==> config.mk <==
export PLATFORM = sky130hd
export DESIGN_NAME = exe_div
export DESIGN_NICKNAME = d
export VERILOG_FILES = /design/src/rtl/exe_div.sv
export SDC_FILE = /design/constraint.sdc
export NUM_CORES = 1
export LEC_CHECK = 0
export ABC_AREA = 1
export CAP_MARGIN = 20
export CORE_MARGIN = 3
export CORE_UTILIZATION = 43
export CTS_BUF_LIST = sky130_fd_sc_hd__clkbuf_8
export DETAILED_ROUTE_END_ITERATION = 7
export PLACE_DENSITY = 0.59
export RECOVER_POWER = 50
export SLEW_MARGIN = 25
export SYNTH_ARGS = -nofsm -noshare
export SYNTH_HDL_FRONTEND = slang
export SYNTH_SLANG_ARGS = --single-unit
==> constraint.sdc <==
create_clock -name clk_i -period 5.05 [get_ports clk_i]
set_input_delay 0.505 -clock clk_i [delete_from_list [all_inputs] [get_ports clk_i]]
set_output_delay 0.505 -clock clk_i [all_outputs]
set_load 0.02 [all_outputs]
==> src/rtl/exe_div.sv <==
// Iterative restoring divider for the EXE stage: one quotient bit per cycle,
// signed/unsigned, divide-by-zero shortcut, flushable via annul_i.
module exe_div #(
  parameter int ITER = 32
) (
  input  logic        clk_i,
  input  logic        rst_i,
  input  logic        start_i,
  input  logic        signed_i,
  input  logic [31:0] op1_i,
  input  logic [31:0] op2_i,
  input  logic        annul_i,
  output logic [31:0] quot_o,
  output logic [31:0] rem_o,
  output logic        ready_o,
  output logic        stall_req_o
);

  localparam int DATA_W = 32;
  localparam int CNT_W  = $clog2(ITER + 1);

  localparam logic [1:0] IDLE   = 2'd0;
  localparam logic [1:0] BYZERO = 2'd1;
  localparam logic [1:0] ON     = 2'd2;
  localparam logic [1:0] END    = 2'd3;

  localparam logic [CNT_W-1:0] LAST_CNT = CNT_W'(ITER - 1);

  function automatic logic [DATA_W-1:0] neg2c(input logic [DATA_W-1:0] v);
    logic signed [DATA_W-1:0] s;
    s = signed'(v);
    return unsigned'(-s);
  endfunction

  function automatic logic [DATA_W-1:0] magnitude(input logic [DATA_W-1:0] v,
                                                  input logic            is_signed);
    return (is_signed && v[DATA_W-1]) ? neg2c(v) : v;
  endfunction

  logic [1:0]        state_q, state_d;
  logic [CNT_W-1:0]  cnt_q, cnt_d;
  logic              quot_neg_q, quot_neg_d;
  logic              rem_neg_q, rem_neg_d;
  logic [DATA_W-1:0] op1_q, op1_d;
  logic [DATA_W-1:0] dvs_q, dvs_d;
  logic [DATA_W-1:0] dvd_q, dvd_d;
  logic [DATA_W:0]   part_q, part_d;
  logic [DATA_W-1:0] quot_q, quot_d;
  logic [DATA_W-1:0] rem_q, rem_d;

  // One restoring step: shift the next dividend bit into the partial remainder
  // and keep the subtraction only when it does not go negative. The quotient
  // bits are shifted into the freed low end of the dividend register.
  logic [DATA_W:0]   shifted;
  logic [DATA_W+1:0] diff;
  logic [DATA_W:0]   part_next;
  logic [DATA_W-1:0] dvd_next;

  always_comb begin
    shifted = {part_q[DATA_W-1:0], dvd_q[DATA_W-1]};
    diff    = {1'b0, shifted} - {2'b00, dvs_q};
    if (!diff[DATA_W+1]) begin
      part_next = diff[DATA_W:0];
      dvd_next  = {dvd_q[DATA_W-2:0], 1'b1};
    end else begin
      part_next = shifted;
      dvd_next  = {dvd_q[DATA_W-2:0], 1'b0};
    end
  end

  always_comb begin
    state_d    = state_q;
    cnt_d      = cnt_q;
    quot_neg_d = quot_neg_q;
    rem_neg_d  = rem_neg_q;
    op1_d      = op1_q;
    dvs_d      = dvs_q;
    dvd_d      = dvd_q;
    part_d     = part_q;
    quot_d     = quot_q;
    rem_d      = rem_q;

    if (annul_i) begin
      state_d = IDLE;
      cnt_d   = '0;
      quot_d  = '0;
      rem_d   = '0;
    end else begin
      case (state_q)
        IDLE: begin
          if (start_i) begin
            state_d    = (op2_i == '0) ? BYZERO : ON;
            cnt_d      = '0;
            quot_neg_d = signed_i & (op1_i[DATA_W-1] ^ op2_i[DATA_W-1]);
            rem_neg_d  = signed_i & op1_i[DATA_W-1];
            op1_d      = op1_i;
            dvs_d      = magnitude(op2_i, signed_i);
            dvd_d      = magnitude(op1_i, signed_i);
            part_d     = '0;
          end
        end
        BYZERO: begin
          state_d = END;
          quot_d  = '1;
          rem_d   = op1_q;
        end
        ON: begin
          dvd_d  = dvd_next;
          part_d = part_next;
          if (cnt_q == LAST_CNT) begin
            state_d = END;
            cnt_d   = '0;
            quot_d  = quot_neg_q ? neg2c(dvd_next) : dvd_next;
            rem_d   = rem_neg_q ? neg2c(part_next[DATA_W-1:0]) : part_next[DATA_W-1:0];
          end else begin
            cnt_d = cnt_q + 1'b1;
          end
        end
        default: begin
          if (!start_i) begin
            state_d = IDLE;
            quot_d  = '0;
            rem_d   = '0;
          end
        end
      endcase
    end
  end

  always_ff @(posedge clk_i) begin
    if (rst_i) begin
      state_q    <= IDLE;
      cnt_q      <= '0;
      quot_neg_q <= 1'b0;
      rem_neg_q  <= 1'b0;
      op1_q      <= '0;
      dvs_q      <= '0;
      dvd_q      <= '0;
      part_q     <= '0;
      quot_q     <= '0;
      rem_q      <= '0;
    end else begin
      state_q    <= state_d;
      cnt_q      <= cnt_d;
      quot_neg_q <= quot_neg_d;
      rem_neg_q  <= rem_neg_d;
      op1_q      <= op1_d;
      dvs_q      <= dvs_d;
      dvd_q      <= dvd_d;
      part_q     <= part_d;
      quot_q     <= quot_d;
      rem_q      <= rem_d;
    end
  end

  // Results are only visible in END; stall drops in that same cycle so the
  // instruction advances exactly when ready_o rises.
  assign ready_o     = (state_q == END);
  assign quot_o      = ready_o ? quot_q : '0;
  assign rem_o       = ready_o ? rem_q : '0;
  assign stall_req_o = start_i & ~annul_i & ~rst_i & (state_q != END);

endmodule

## Yosys cells after proc, flatten, opt, wreduce, memory -nomap -nowiden

Cells that the tools add are included.

| operators by class | value |
|---|---|
| $add $sub $neg | 6 |
| equal/unequal tests | 9 |
| muxes and demuxes | 25 |
| bitwise gates (word level) | 9 |
| reduce and logical (&&, ||, !) cells | 11 |

Operator list:

| cell | count |
|---|---|
| $mux W32 | 12 |
| $pmux W32 S3 | 2 |
| $neg A32 Y32 | 4 |
| $pmux W32 S2 | 2 |
| $sub A33 B32 Y34 | 1 |
| $logic_not A32 Y1 | 1 |
| $mux W6 | 2 |
| $pmux W6 S2 | 1 |
| $reduce_and A3 Y1 | 4 |
| $mux W2 | 4 |
| $add A6 B1 Y6 const B | 1 |
| $eq A6 B5 Y1 const B | 1 |
| $ne A2 B2 Y1 const B | 3 |
| $pmux W2 S3 | 1 |
| $and A1 B1 Y1 | 5 |
| $eq A2 B2 Y1 const B | 2 |
| $ne A4 B1 Y1 const B | 1 |
| $ne A3 B1 Y1 const B | 1 |
| $not A1 Y1 | 3 |
| $eq A2 B1 Y1 const B | 1 |
| $logic_and A1 B1 Y1 | 2 |
| $logic_not A2 Y1 | 1 |
| $reduce_and A2 Y1 | 1 |
| $reduce_bool A2 Y1 | 1 |
| other kinds (3) | 3 |

| storage, ports and cells | value |
|---|---|
| register bits after elaboration | 202 |
| input bits | 69 |
| output and inout bits | 66 |
| logic and storage cells | 70 |

## Depth between registers and ports, before layout

| logic depth | value |
|---|---|
| word-level depth | 6 |
| depth in mapped cells | 29 |

## Least setup slack after synthesis

OpenSTA, ideal clock, no wires.

| timing path | value |
|---|---|
| path type | register to register |
| from | register dvs_q[7] |
| to | register quot_q[30] |
| library setup time | 132 ps |
| data arrival time | 3445 ps |
| setup slack | 1472 ps |
| stages on the path, launching flop included | 30 |
| path buffers | 0 |
| clock period less this slack | 3578 ps |
| cell sequence | dfxtp_1 > inv_1 > ha_1 > nand2_2 > inv_1 > nand2_1 > nand2_2 > clkinv_1 > nand3_2 > nand2_2 > nand2_2 > nand2_4 > nand2_8 > inv_2 > ha_1 > inv_1 > nor3_2 > nand2_1 > nor3_2 > inv_1 > nor2_1 > nand3_1 > nor3_2 > a21oi_1 > nor2_1 > o21ai_0 > a31oi_1 > o31ai_1 > nand2_1 > a21oi_1 |

| between the ends | value |
|---|---|
| word-level cells in the longest chain between the ends | 6 |

Ends and longest elaborated chain:

| item | line | RTL |
|---|---|---|
| start, declared | 45 | `logic [DATA_W-1:0] dvs_q, dvs_d;` |
| start signal, assigned | 148 | `dvs_q <= dvs_d;` |
| $sub A33 B32 Y34 | 61 | `diff = {1'b0, shifted} - {2'b00, dvs_q};` |
| $mux W1 | 62 | `if (!diff[DATA_W+1]) begin` |
| $neg A32 Y32 | 32 | `return unsigned'(-s);` |
| $mux W32 | 113 | `quot_d = quot_neg_q ? neg2c(dvd_next) : dvd_next;` |
| $mux W32 | 110 | `if (cnt_q == LAST_CNT) begin` |
| $pmux W32 S3 | 89 | `case (state_q)` |
| end signal, assigned | 151 | `quot_q <= quot_d;` |
| end, declared | 48 | `logic [DATA_W-1:0] quot_q, quot_d;` |

No other way between the ends. The select of a mux whose other input is x is not followed.
A chain may end at the register's enable or synchronous reset.

## Worst setup path after layout

| timing path | value |
|---|---|
| from | register dvs_q[19] |
| to | register quot_q[30] |

Same word-level chain as after synthesis.

==> reports/summary.txt <==
Final wirelength -> 56200 um
Root Buffer Master -> sky130_fd_sc_hd__clkbuf_8
Headroom to the max-slew limit -> -67.5%
Clock slew at the register clock pins of the worst setup and hold paths -> 0.07 ns
Unrepaired setup endpoints after global routing -> no
Clock latency at the later pin of the worst-skew pair -> 0.61 ns
Number of cell rows -> 67
Critical path start-end classification -> reg -> reg
Post-route DRC -> 0
Avg Vias per Cell -> 5.41
Initial antenna violation count -> 0
Number of failing hold endpoints at the final stage -> 0
Met3 Usage GRT -> 6.43%
Fraction of registers with async set or reset after synthesis -> 0%
Start point of the critical path -> dvs_q[19]
Critical Path Start Type -> register
Top_reg_cell synth -> sky130_fd_sc_hd__dfxtp_1
Netlist area before placement -> 0.0150 sq mm
Layer with the highest usage after global routing -> met1
Violations in the final reports -> max-capacitance violations, max-slew violations
Number of clock sinks seen by CTS -> 202
Height of the die -> 193 um
Starting Density -> 44.2%
Overall die area -> 0.0372 sq mm
Number of flops mapped to enable cells by yosys -> 0
Fraction of layout instances using a drive strength above 1 -> 6.98%
1st-iter DRT viols -> 1777
Startpoint of the most critical register-to-register path -> dvs_q[19]
Actual transition at the worst max-transition pin -> 2.51 ns
Maximum number of pins on one net before global-route repair -> 89
Die W -> 193 um
Global-route wire length before repair -> 86400 um
Final Net Count -> 2731
Min Clock Period, post-route -> 4.63 ns
Antenna Nets Post-Route -> 0
Number of levels the H-tree was split into -> 2
Max incr delay on CP -> 0.42 ns
Sequential element share of the synthesized area -> 26.9%
Required @ worst endpoint -> 5.48 ns
WL/cell -> 18.1 um
Largest vdd supply drop -> 0.172 mV
Number of warnings reported in the yosys synthesis log -> 0
Worst hold margin -> 0.278 ns
Gr usage total -> 29.9%
Number of instances in the synthesized netlist -> 2529
Number of detailed-route iterations in the first pass -> 5
Via count of the first global-routing pass -> 14900
Cell Pwr Density -> 257 mW/mm^2
Cell type of the slowest stage on the worst timing path -> sky130_fd_sc_hd__nor2_8
Area of the core -> 0.0340 sq mm
RD Place Congestion -> 1.04
Post-CTS Setup Inserts -> 0
# resized after CTS -> 0
Clock Tree Buf Depth -> 3
Final setup violating endpoints -> 0
Met2 capacity usage during global routing -> 40.8%
FMAX -> 0.216 GHz
DP Wirelength -> 42700 um
Type of the most critical hold path -> in -> reg
Unique masters post-synth -> 55
Kind of cell adding the most delay to the critical path -> simple AND/OR/NAND/NOR gates
Final period util -> 91.7%
Number of inserted diodes -> 0
Remaining Overflow, GRT -> 0
Global-route track usage on met1 -> 47.2%
Total via count in the routed design -> 16800
Max Fanout on Critical Path -> 26
# hold bufs at CTS -> 0
Mean Syn Cell Area -> 5.93 sq um
Nature of the critical path endpoint -> register
Maximum capacitance violations -> 3
FF+latch count, synth -> 202
Worst Skew -> 0.0415 ns
Critical path buffer and inverter count -> 5
Number of buffers created by CTS -> 41
# IOs -> 135
Fin Setup TNS -> 0 ns
# port buffers -> 134
Hold Path Depth -> 2
Outcome -> finished with violations
Worst Reg2Reg Path Length in Cells -> 27
Area added between synthesis and finish -> 16.4%
Stages on worst setup path -> 27
Synthesized net count -> 2640
CTS tree -> built
Library cell appearing most often on the critical path -> sky130_fd_sc_hd__nand2_1
Critical Path AT -> 5.06 ns
Most common library cell in the layout ignoring fill and taps -> sky130_fd_sc_hd__nand2_1
Final slew viol count -> 133
Hold path startpoint -> rst_i
Highest-count cells in the layout ignoring fill and taps -> sky130_fd_sc_hd__nand2_1, sky130_fd_sc_hd__inv_1, sky130_fd_sc_hd__a21oi_1
Leakage power figure -> 8.66 nW
## state kept, by name, indices dropped and copies added (netlist names)
signal      count
quot_neg_q      1
quot_q         32
rem_neg_q       1
rem_q          32
state_q         2
dvd_q          32
cnt_q           6
part_q         32
dvs_q          32
op1_q          32
## routing by layer
layer / vias to the layer above / share of wire (%)
met3: 71 / 10
met5: - / 0
met4: 0 / 1.8
met2: 663 / 39
met1: 7760 / 49
li1: 8270 / -
## worst register-to-register path: stages (launching register included)
cell and delay [ns]:
sky130_fd_sc_hd__dfxtp_1 0.35, sky130_fd_sc_hd__inv_1 0.05, sky130_fd_sc_hd__ha_1 0.35, sky130_fd_sc_hd__nand2_2 0.12, sky130_fd_sc_hd__inv_2 0.04, sky130_fd_sc_hd__nand2_1 0.06, sky130_fd_sc_hd__nand2_1 0.11, sky130_fd_sc_hd__nand2_1 0.13
sky130_fd_sc_hd__a21oi_2 0.10, sky130_fd_sc_hd__nor2_8 0.42, sky130_fd_sc_hd__nand2_8 0.16, sky130_fd_sc_hd__inv_2 0.10, sky130_fd_sc_hd__ha_1 0.15, sky130_fd_sc_hd__inv_1 0.06, sky130_fd_sc_hd__nor3_2 0.18, sky130_fd_sc_hd__nand2_1 0.12
sky130_fd_sc_hd__nor3_2 0.19, sky130_fd_sc_hd__inv_1 0.07, sky130_fd_sc_hd__nor2_1 0.21, sky130_fd_sc_hd__nand3_1 0.16, sky130_fd_sc_hd__nor3_2 0.32, sky130_fd_sc_hd__a21oi_1 0.20, sky130_fd_sc_hd__nor2_1 0.22, sky130_fd_sc_hd__o21ai_0 0.15
sky130_fd_sc_hd__a31oi_1 0.17, sky130_fd_sc_hd__o31ai_1 0.12, sky130_fd_sc_hd__nand2_1 0.09, sky130_fd_sc_hd__a21oi_1 0.06
## cell families (layout without fill, tap and decap cells)
family	Yosys count	in the layout	synth area share [%]
compound gates	469	469	17.8
xor+xnor	45	45	2.63
fa+ha+maj	42	42	3.55
buf+inv	471	592	12.4
flops	202	202	26.9
simple gates	1300	1300	36.6
## synthesized netlist by cell type (11+ instances only)
cell                         n  area (sq um)
sky130_fd_sc_hd__nand2_1   821          3080
sky130_fd_sc_hd__o21ai_1    15          75.1
sky130_fd_sc_hd__nor2_1    202           758
sky130_fd_sc_hd__nor2_2     13          81.3
sky130_fd_sc_hd__nand3_1   114           571
sky130_fd_sc_hd__a31oi_1    19           119
sky130_fd_sc_hd__o31ai_1    23           173
sky130_fd_sc_hd__dfxtp_1   202          4040
sky130_fd_sc_hd__nand2_2    35           219
sky130_fd_sc_hd__clkbuf_1   83           312
sky130_fd_sc_hd__nor4_1     11          68.8
sky130_fd_sc_hd__nand4_1    25           156
sky130_fd_sc_hd__ha_1       41           513
sky130_fd_sc_hd__o21ai_0   125           626
sky130_fd_sc_hd__o221ai_1   28           245
sky130_fd_sc_hd__nor3_1     39           195
sky130_fd_sc_hd__xnor2_1    17           149
sky130_fd_sc_hd__inv_1     346          1300
sky130_fd_sc_hd__a21oi_1   224          1120
sky130_fd_sc_hd__xor2_1     28           245
## path summary, 6_finish.rpt
| kind | to | slack (ns) |
|---|---|---|
| min reg2reg | rem_q[16] | 0.46 |
| max reg2reg | quot_q[30] | 0.42 |
| min | dvd_q[10] | 0.28 |
| max | quot_q[30] | 0.42 |
## stage by stage
step	utilization [%]	worst slack [ns]	cell area, sq um	instances	total power, mW
after detailed placement	49.0	0.615	16600	3025	2.68
final	51.5	0.420	17500	3098	4.48
after CTS	51.5	0.562	17500	3098	4.50
after global routing	51.5	0.0581	17500	3098	4.70
after global placement	49.0	0.721	16600	3025	2.68
after floorplan	-	1.47	15000	2529	2.36
## layout make-up
class | count | area, sq um
Sequential cell | 202 | 4040
Fill cell | 3691 | 16500
Timing Repair Buffer | 159 | 1520
Tap cell | 448 | 561
Clock inverter | 19 | 120
Inverter | 360 | 1350
Multi-Input combinational cell | 1856 | 9130
Clock buffer | 54 | 743
## where the power goes
group | total, mW | internal [mW] | switching (mW)
Sequential | 1.71 | 1.65 | 0.0547
Clock | 1.81 | 1.01 | 0.799
Combinational | 0.965 | 0.294 | 0.671
Total | 4.48 | 2.96 | 1.52
Note: power is estimated with default switching activity, not from simulation.
